--- src/rtl/eth_tx_arbiter_pkg.sv ---
// eth_tx_arb_pkg: shared constants for the GMII transmit arbiter
package eth_tx_arb_pkg;
    localparam logic [1:0] ST_IDLE = 2'd0;
    localparam logic [1:0] ST_BUSY = 2'd1;
    localparam logic [1:0] ST_IFG  = 2'd2;
    localparam logic PORT_ARP = 1'b0;
    localparam logic PORT_UDP = 1'b1;
    localparam int DEF_IFG_CYCLES     = 12;
    localparam int DEF_TIMEOUT_CYCLES = 2048;
endpackage

--- src/rtl/eth_tx_arbiter_rr_arb2.sv ---
// eth_rr_arb2: combinational two-way picker, round-robin or fixed ARP priority on ties
module eth_rr_arb2
    import eth_tx_arb_pkg::*;
(
    input  logic       i_req_arp,
    input  logic       i_req_udp,
    input  logic       i_last_winner,
    input  logic       i_fixed_prio,
    output logic [1:0] o_winner
);
    logic w_pick_udp;
    // on a tie UDP wins only in round-robin mode when ARP won last
    always_comb begin
        w_pick_udp = (i_req_arp & i_req_udp) ? (!i_fixed_prio && i_last_winner == PORT_ARP) : i_req_udp;
        o_winner   = (i_req_arp | i_req_udp) ? (w_pick_udp ? 2'b10 : 2'b01) : 2'b00;
    end
endmodule

--- src/rtl/eth_tx_arbiter.sv ---
// eth_tx_arbiter: grants the GMII TX path to ARP or UDP one frame at a time with an inter-frame gap
module eth_tx_arbiter
    import eth_tx_arb_pkg::*;
#(
    parameter int IFG_CYCLES     = DEF_IFG_CYCLES,
    parameter int TIMEOUT_CYCLES = DEF_TIMEOUT_CYCLES,
    parameter int FIXED_PRIO     = 0
) (
    input  logic       clk,
    input  logic       rst,
    input  logic       arp_tx_req,
    output logic       arp_tx_grant,
    input  logic       arp_tx_dv,
    input  logic [7:0] arp_txd,
    input  logic       arp_tx_done,
    input  logic       udp_tx_req,
    output logic       udp_tx_grant,
    input  logic       udp_tx_dv,
    input  logic [7:0] udp_txd,
    input  logic       udp_tx_done,
    output logic       gmii_tx_dv,
    output logic [7:0] gmii_txd,
    output logic       busy,
    output logic       timeout
);
    localparam int IW = IFG_CYCLES > 1 ? $clog2(IFG_CYCLES) : 1;
    localparam int TW = TIMEOUT_CYCLES > 1 ? $clog2(TIMEOUT_CYCLES) : 1;

    logic [1:0]    r_state;
    logic          r_owner;
    logic          r_last;
    logic          r_dv;
    logic [7:0]    r_txd;
    logic          r_timeout;
    logic [IW-1:0] r_ifg;
    logic [TW-1:0] r_tmo;
    logic [1:0]    w_win;
    logic          w_dv;
    logic [7:0]    w_txd;
    logic          w_done;
    logic          w_tmo_hit;

    eth_rr_arb2 u_pick (
        .i_req_arp     (arp_tx_req),
        .i_req_udp     (udp_tx_req),
        .i_last_winner (r_last),
        .i_fixed_prio  (FIXED_PRIO != 0),
        .o_winner      (w_win)
    );

    // select only the current owner's inputs so the idle port cannot disturb the frame
    always_comb begin
        w_dv      = r_owner ? udp_tx_dv   : arp_tx_dv;
        w_txd     = r_owner ? udp_txd     : arp_txd;
        w_done    = r_owner ? udp_tx_done : arp_tx_done;
        w_tmo_hit = r_tmo == TW'(TIMEOUT_CYCLES - 1);
    end

    // arbitration FSM, gap/timeout counters and registered GMII outputs
    always_ff @(posedge clk or posedge rst) begin
        if (rst) begin
            r_state   <= ST_IDLE;
            r_owner   <= PORT_ARP;
            r_last    <= PORT_UDP;
            r_dv      <= 1'b0;
            r_txd     <= '0;
            r_timeout <= 1'b0;
            r_ifg     <= '0;
            r_tmo     <= '0;
        end else begin
            r_dv      <= 1'b0;
            r_txd     <= '0;
            r_timeout <= 1'b0;
            case (r_state)
                ST_IDLE: begin
                    if (|w_win) begin
                        r_state <= ST_BUSY;
                        r_owner <= w_win[PORT_UDP];
                        r_last  <= w_win[PORT_UDP];
                        r_tmo   <= '0;
                    end
                end
                ST_BUSY: begin
                    r_dv  <= w_dv;
                    r_txd <= w_dv ? w_txd : 8'h00;
                    r_tmo <= r_tmo + 1'b1;
                    if (w_done || w_tmo_hit) begin
                        r_state   <= ST_IFG;
                        r_ifg     <= IW'(IFG_CYCLES - 1);
                        r_timeout <= !w_done;
                    end
                end
                default: begin
                    r_ifg <= r_ifg - 1'b1;
                    if (r_ifg == '0) r_state <= ST_IDLE;
                end
            endcase
        end
    end

    assign arp_tx_grant = r_state == ST_BUSY && r_owner == PORT_ARP;
    assign udp_tx_grant = r_state == ST_BUSY && r_owner == PORT_UDP;
    assign gmii_tx_dv   = r_dv;
    assign gmii_txd     = r_txd;
    assign busy         = r_state != ST_IDLE;
    assign timeout      = r_timeout;
endmodule

--- config.mk ---
export PLATFORM = sky130hd
export DESIGN_NAME = eth_tx_arbiter
export DESIGN_NICKNAME = d
export VERILOG_FILES = /design/src/rtl/eth_tx_arbiter_pkg.sv /design/src/rtl/eth_tx_arbiter_rr_arb2.sv /design/src/rtl/eth_tx_arbiter.sv
export SDC_FILE = /design/constraint.sdc
export NUM_CORES = 1
export LEC_CHECK = 0
export CAP_MARGIN = 20
export CELL_PAD_IN_SITES_DETAIL_PLACEMENT = 1
export CELL_PAD_IN_SITES_GLOBAL_PLACEMENT = 1
export CORE_ASPECT_RATIO = 0.6
export CORE_MARGIN = 3
export CORE_UTILIZATION = 36
export CTS_CLUSTER_SIZE = 30
export DETAILED_ROUTE_END_ITERATION = 12
export HOLD_SLACK_MARGIN = 0.06
export PLACE_DENSITY = 0.77
export SYNTH_ARGS = -nofsm -noshare
export SYNTH_HDL_FRONTEND = slang
export SYNTH_SLANG_ARGS = --single-unit
--- constraint.sdc ---
create_clock -name clk -period 2.2 [get_ports clk]
set_input_delay 0.44 -clock clk [delete_from_list [all_inputs] [get_ports clk]]
set_output_delay 0.44 -clock clk [all_outputs]
set_load 0.005 [all_outputs]
# After elaboration in Yosys (flattened, before gate mapping)
# Cells that the tools add are included.
dict set report totals {
  ff_bits 29
  latch_bits 0
  ram_bits 0
  mem_bits_ro 0
  out_inout_bits 13
  word_cells 52
  mem_count 0
}
dict set report op_classes {
  addsub 2
  multipliers 0
  div_mod_pow 0
  order_cmp 0
  eq_ne 4
  shift 0
  n_mux 19
  bitwise_logic 5
  n_reduce_logical 14
}
# cell count
set ops {}
lappend ops {{two-way mux 8 bit} 3}
lappend ops {{case mux 11 bit (2 select lines)} 1}
lappend ops {{adder 11 x 1 -> 11 bit, second input constant} 1}
lappend ops {{== test 11 bit, second input constant} 1}
lappend ops {{two-way mux 11 bit} 1}
lappend ops {{two-way mux 2 bit} 5}
lappend ops {{case mux 4 bit (2 select lines)} 1}
lappend ops {{two-way mux 1 bit} 6}
lappend ops {{AND reduction 2 bit} 3}
lappend ops {{zero test 4 bit} 1}
lappend ops {{two-way mux 4 bit} 1}
lappend ops {{inequality test 2 bit, second input constant} 2}
lappend ops {{case mux 2 bit (2 select lines)} 1}
lappend ops {{nonzero test 2 bit} 2}
lappend ops {{subtractor 4 x 1 -> 4 bit, second input constant} 1}
lappend ops {{NOT 1 bit} 3}
lappend ops {{AND reduction 3 bit} 1}
lappend ops {{nonzero test 3 bit} 1}
lappend ops {{== test 2 x 1 -> 1 bit, second input constant} 1}
lappend ops {{logical AND 1 bit} 2}
lappend ops {{zero test 2 bit} 1}
lappend ops {{OR reduction 2 bit} 1}
lappend ops {{AND 1 bit} 1}
lappend ops {{zero test 1 bit} 1}
lappend ops {{2 further kinds} 2}

# Logic depth before layout (Yosys ltp)
dict set report logic_depth {
  depth_word 7
  mapped_depth 6
  mapped_depth_nobuf 5
}

# By module
# A second synthesis with hierarchy kept.
dict set report unflattened {
  hier_cells 155
  area_unflattened_um2 1517.7
}
# mod n_inst cells_each area_per_inst_um2 seq_area_each_um2
set modules_own_cells {}
lappend modules_own_cells {eth_tx_arbiter 1 151 1495.2 726.9}
lappend modules_own_cells {eth_rr_arb2 1 4 22.5 0.0}

# Worst setup path after synthesis
# OpenSTA, ideal clock, no wires.
dict set report synth_path {
  kind {register to register}
  startpoint {register r_tmo[0]}
  endpoint {register r_ifg[2]}
  arrival_time_ns 1.603
  setup_slack_ns 0.471
  stages_incl_launch_ff 6
  n_path_buf 1
  cell_sequence {dfrtp_1 ha_1 nand2_1 or4_1 clkbuf_2 a311o_1}
}
dict set report synth_via {
  elab_chain_len 4
}
# element line
set synth_rtl {}
lappend synth_rtl {{from (decl)} eth_tx_arbiter.sv:36} ;# logic [TW-1:0] r_tmo;
lappend synth_rtl {{from (signal assigned)} eth_tx_arbiter.sv:86} ;# r_tmo <= r_tmo + 1'b1;
lappend synth_rtl {{== test 11 bit} eth_tx_arbiter.sv:56} ;# w_tmo_hit = r_tmo == TW'(TIMEOUT_CYCLES - 1);
lappend synth_rtl {{logical OR 1 bit} eth_tx_arbiter.sv:87} ;# if (w_done || w_tmo_hit) begin
lappend synth_rtl {{inequality test 2 bit (no source line)} --}
lappend synth_rtl {{AND reduction 2 bit (no source line)} --}
lappend synth_rtl {{to (signal assigned)} eth_tx_arbiter.sv:89} ;# r_ifg <= IW'(IFG_CYCLES - 1);
lappend synth_rtl {{to (signal assigned)} eth_tx_arbiter.sv:94} ;# r_ifg <= r_ifg - 1'b1;
lappend synth_rtl {{to (decl)} eth_tx_arbiter.sv:35} ;# logic [IW-1:0] r_ifg;
# No other way between the ends.
# A chain may end at the register's enable or synchronous reset.

# Worst setup path after layout
dict set report layout_path {
  startpoint {register r_state[1]}
  endpoint {output arp_tx_grant}
}
dict set report layout_via {
  elab_chain_len 2
}
# element line
set layout_rtl {}
lappend layout_rtl {{from (decl)} eth_tx_arbiter.sv:29} ;# logic [1:0] r_state;
lappend layout_rtl {{from (signal assigned)} eth_tx_arbiter.sv:62} ;# r_state <= ST_IDLE;
lappend layout_rtl {{from (signal assigned)} eth_tx_arbiter.sv:77} ;# r_state <= ST_BUSY;
lappend layout_rtl {{from (signal assigned)} eth_tx_arbiter.sv:88} ;# r_state <= ST_IFG;
lappend layout_rtl {{== test 2 x 1 -> 1 bit} eth_tx_arbiter.sv:101} ;# assign arp_tx_grant = r_state == ST_BUSY && r_owner == PORT_ARP;
lappend layout_rtl {{logical AND 1 bit} eth_tx_arbiter.sv:101}
lappend layout_rtl {{to (decl)} eth_tx_arbiter.sv:12} ;# output logic arp_tx_grant,
# No other way between the ends.

==> results.ini <==
[clock_tree]
clk_latency_ps = 280
htree_levels = 2
numCtsBuffers = 5
cts_setup_buffers = 0
clk_pin_slew_ps = 70
cts_tree = built
clock_path_buffers = 2
cts.sinks = 29
root_buffer = clkbuf_8

[die]
dieArea_mm2 = 0.004908
fp-row-count = 17
coreArea_mm2 = 0.003786
io_pins = 37
die_h_um = 55.48
start_util_pct = 38.80
dieWidth_um = 88.47

[power]
p_sw_uw = 761.4
p_int_uw = 1354
ir_drop_mv = 0.5153
power_frac_seq_pct = 40.5
switching_share_pct = 35.99
power_frac_clock_pct = 23.0
p_per_area_mw_per_mm2 = 1047
p_leak_uw = 0.0008804
p_comb_share_pct = 36.5

[placement]
port_buffers = 36
dp_hpwl_mm = 3.084
preCtsSetupSlack_ps = 244.3
place.gp.congestion = 0.7564

[sta]
clock_skew_ps = 5.483
slew_violations = 0
rsz0062_at_grt = false
fin_ws_ps = 90.40
finalCritPeriodShare_pct = 95.89
timing.hold.ws_ps = 474.2
max_slew_margin_pct = 57.46
setup_viol = 0
worstMarginPinSlew_ps = 633.2
tns_ps = 0
hold_viol_final = 0
min_period_ps = 2110
max_freq_mhz = 474.0

[drt]
drc_errors = 0
dr.pass1.iters = 2
detail-route-antenna-nets = 0
drt_iter0_markers = 26
wl_per_cell_um = 16.94
vias = 1283
vias_per_cell = 5.346
drt-total-wl_mm = 4.065

[logic_synthesis]
ys_types = 40
synth-async-reset-ratio_pct = 100.0
synth_cells = 148
syn_nets = 175
synth_area_mm2 = 0.001469
seq_area_frac_synth_pct = 49.49
avgSynthCellArea_um2 = 9.925
synth-seq-cells = 29
synth_edf_count = 0
ys_dominant_reg_cell = dfrtp_1
synth-warning-count = 0

[final_layout]
drive_above_1_share_pct = 12.95
final_cell_mix = clkdlybuf4s50_1 (36), dfrtp_1 (27), nor2_1 (16)
fill_cells = 424
num-nets-final = 219
antenna_cells = 0
areaGrowthSynthToFinish_pct = 37.56
layout_commonest_cell = clkdlybuf4s50_1

[grt]
grt_pass1_vias = 1338
grt_pass1_wl_mm = 6.610
grtUsageTotal_pct = 17.90
grt_max_degree = 30
antenna_found_initial = 0
overflow = 0

[setup_path]
required_ps = 1760
end_kind = output pin
r2r_cells = 4
worst-path-max-fanout = 11
worstSetupStartpointType = register
rrSetupSlack_ps = 210
critPathArrivalTime_ps = 1670
critPathKind = reg -> out

[worst_hold_path]
hold_path_class = reg -> reg
hold_depth = 1

[status]
status = complete, no violations

[job]
max-cap-violations = 0

-- layer usage --
layer	share of wire, %	vias up	wire (µm)	GRT usage [%]
li1	-	624	-	-
met1	50	635	2020	24.40
met2	46	14	1852	26.41
met3	2.7	10	111	4.769
met4	2.0	0	80	7.974
met5	0	-	0	0
-- repair_timing --
item                                    4_1_cts  5_1_grt
endpoints found under the setup margin        1        2
hold buffers                                  0        0
gates cloned                                  0        0
resized for setup                             1        2
hold endpoints to repair                      0        0
-- sequential cells by signal, summed over array words and instances (netlist names) --
signal / count
r_tmo: 11
gmii_txd: 8
r_ifg: 4
r_state: 2
gmii_tx_dv: 1
r_last: 1
r_owner: 1
timeout: 1
-- final timing paths --
path                                              from                    end
worst max-delay path            r_state[1]$_DFFE_PP0P_           arp_tx_grant
worst min-delay path             r_tmo[10]$_DFFE_PP0P_  r_tmo[10]$_DFFE_PP0P_
worst max register to register    r_tmo[0]$_DFFE_PP0P_   r_ifg[2]$_DFFE_PP0P_
worst min register to register   r_tmo[10]$_DFFE_PP0P_  r_tmo[10]$_DFFE_PP0P_
max in group asynchronous                          rst     r_last$_DFFE_PP1P_
min in group asynchronous                          rst   r_tmo[4]$_DFFE_PP0P_
-- kinds of logic after synthesis --
| logic type | synth area share, % |
|---|---|
| AO/OA/AOI/OAI | 14.23 |
| AND/OR/NAND/NOR | 20.27 |
| XOR/XNOR | 0.5964 |
| multiplexers | 9.711 |
| adder cells (fa/ha/maj) | 2.556 |
| buffers and inverters | 3.151 |
| flip-flops | 49.49 |
-- worst max-delay path, cell delays in order, from the launching register on --
cell and delay, ps:
dfrtp_2 480, nand2b_2 270, nor2_1 120, clkdlybuf4s50_1 520
-- layout make-up --
cell class | count | area (µm²) | area share (%)
clock inverters | 1 | 5.005 | 0.2477
well taps | 47 | 58.81 | 2.910
flip-flops and latches | 29 | 728.2 | 36.04
repair buffers | 42 | 405.4 | 20.06
clock buffers | 7 | 96.34 | 4.768
multi-input cells | 107 | 700.7 | 34.67
inverters | 7 | 26.28 | 1.300
-- Yosys cell counts, types with 2 or more instances --
cell type / count / area (µm²)
a21oi_1: 6 / 30.03
a31oi_1: 4 / 25.02
clkbuf_1: 3 / 11.26
dfrtp_1: 28 / 700.7
ha_1: 3 / 37.54
inv_1: 7 / 26.28
mux2_2: 2 / 22.52
mux2i_1: 12 / 120.1
nand2_1: 13 / 48.80
nand2b_1: 3 / 18.77
nand3_1: 3 / 15.01
nand4b_1: 2 / 17.52
nor2_1: 17 / 63.81
nor3_1: 3 / 15.01
nor4_1: 4 / 25.02
o21ai_0: 12 / 60.06
o21bai_1: 2 / 15.01
or4_1: 2 / 15.01
-- stage by stage --
stage	power (µW)	instances	utilization, %	instance area (µm²)
after floorplan	1294	148	-	1469
after global placement	1572	232	50.53	1913
after detailed placement	1635	232	50.53	1913
after CTS	2136	240	53.27	2017
after global routing	2263	240	53.37	2021
final	2115	240	53.37	2021
-- power groups by stage --
stage          logic [µW]  registers, µW  clock network (µW)
2_1_floorplan         505            789                   0
4_1_cts               782            851                 503
6_report              772            858                 486
5_1_grt               858            882                 523
3_5_place_dp          775            860                   0
3_3_place_gp          731            841                   0
No activity file was read; power rests on OpenSTA's default activity.
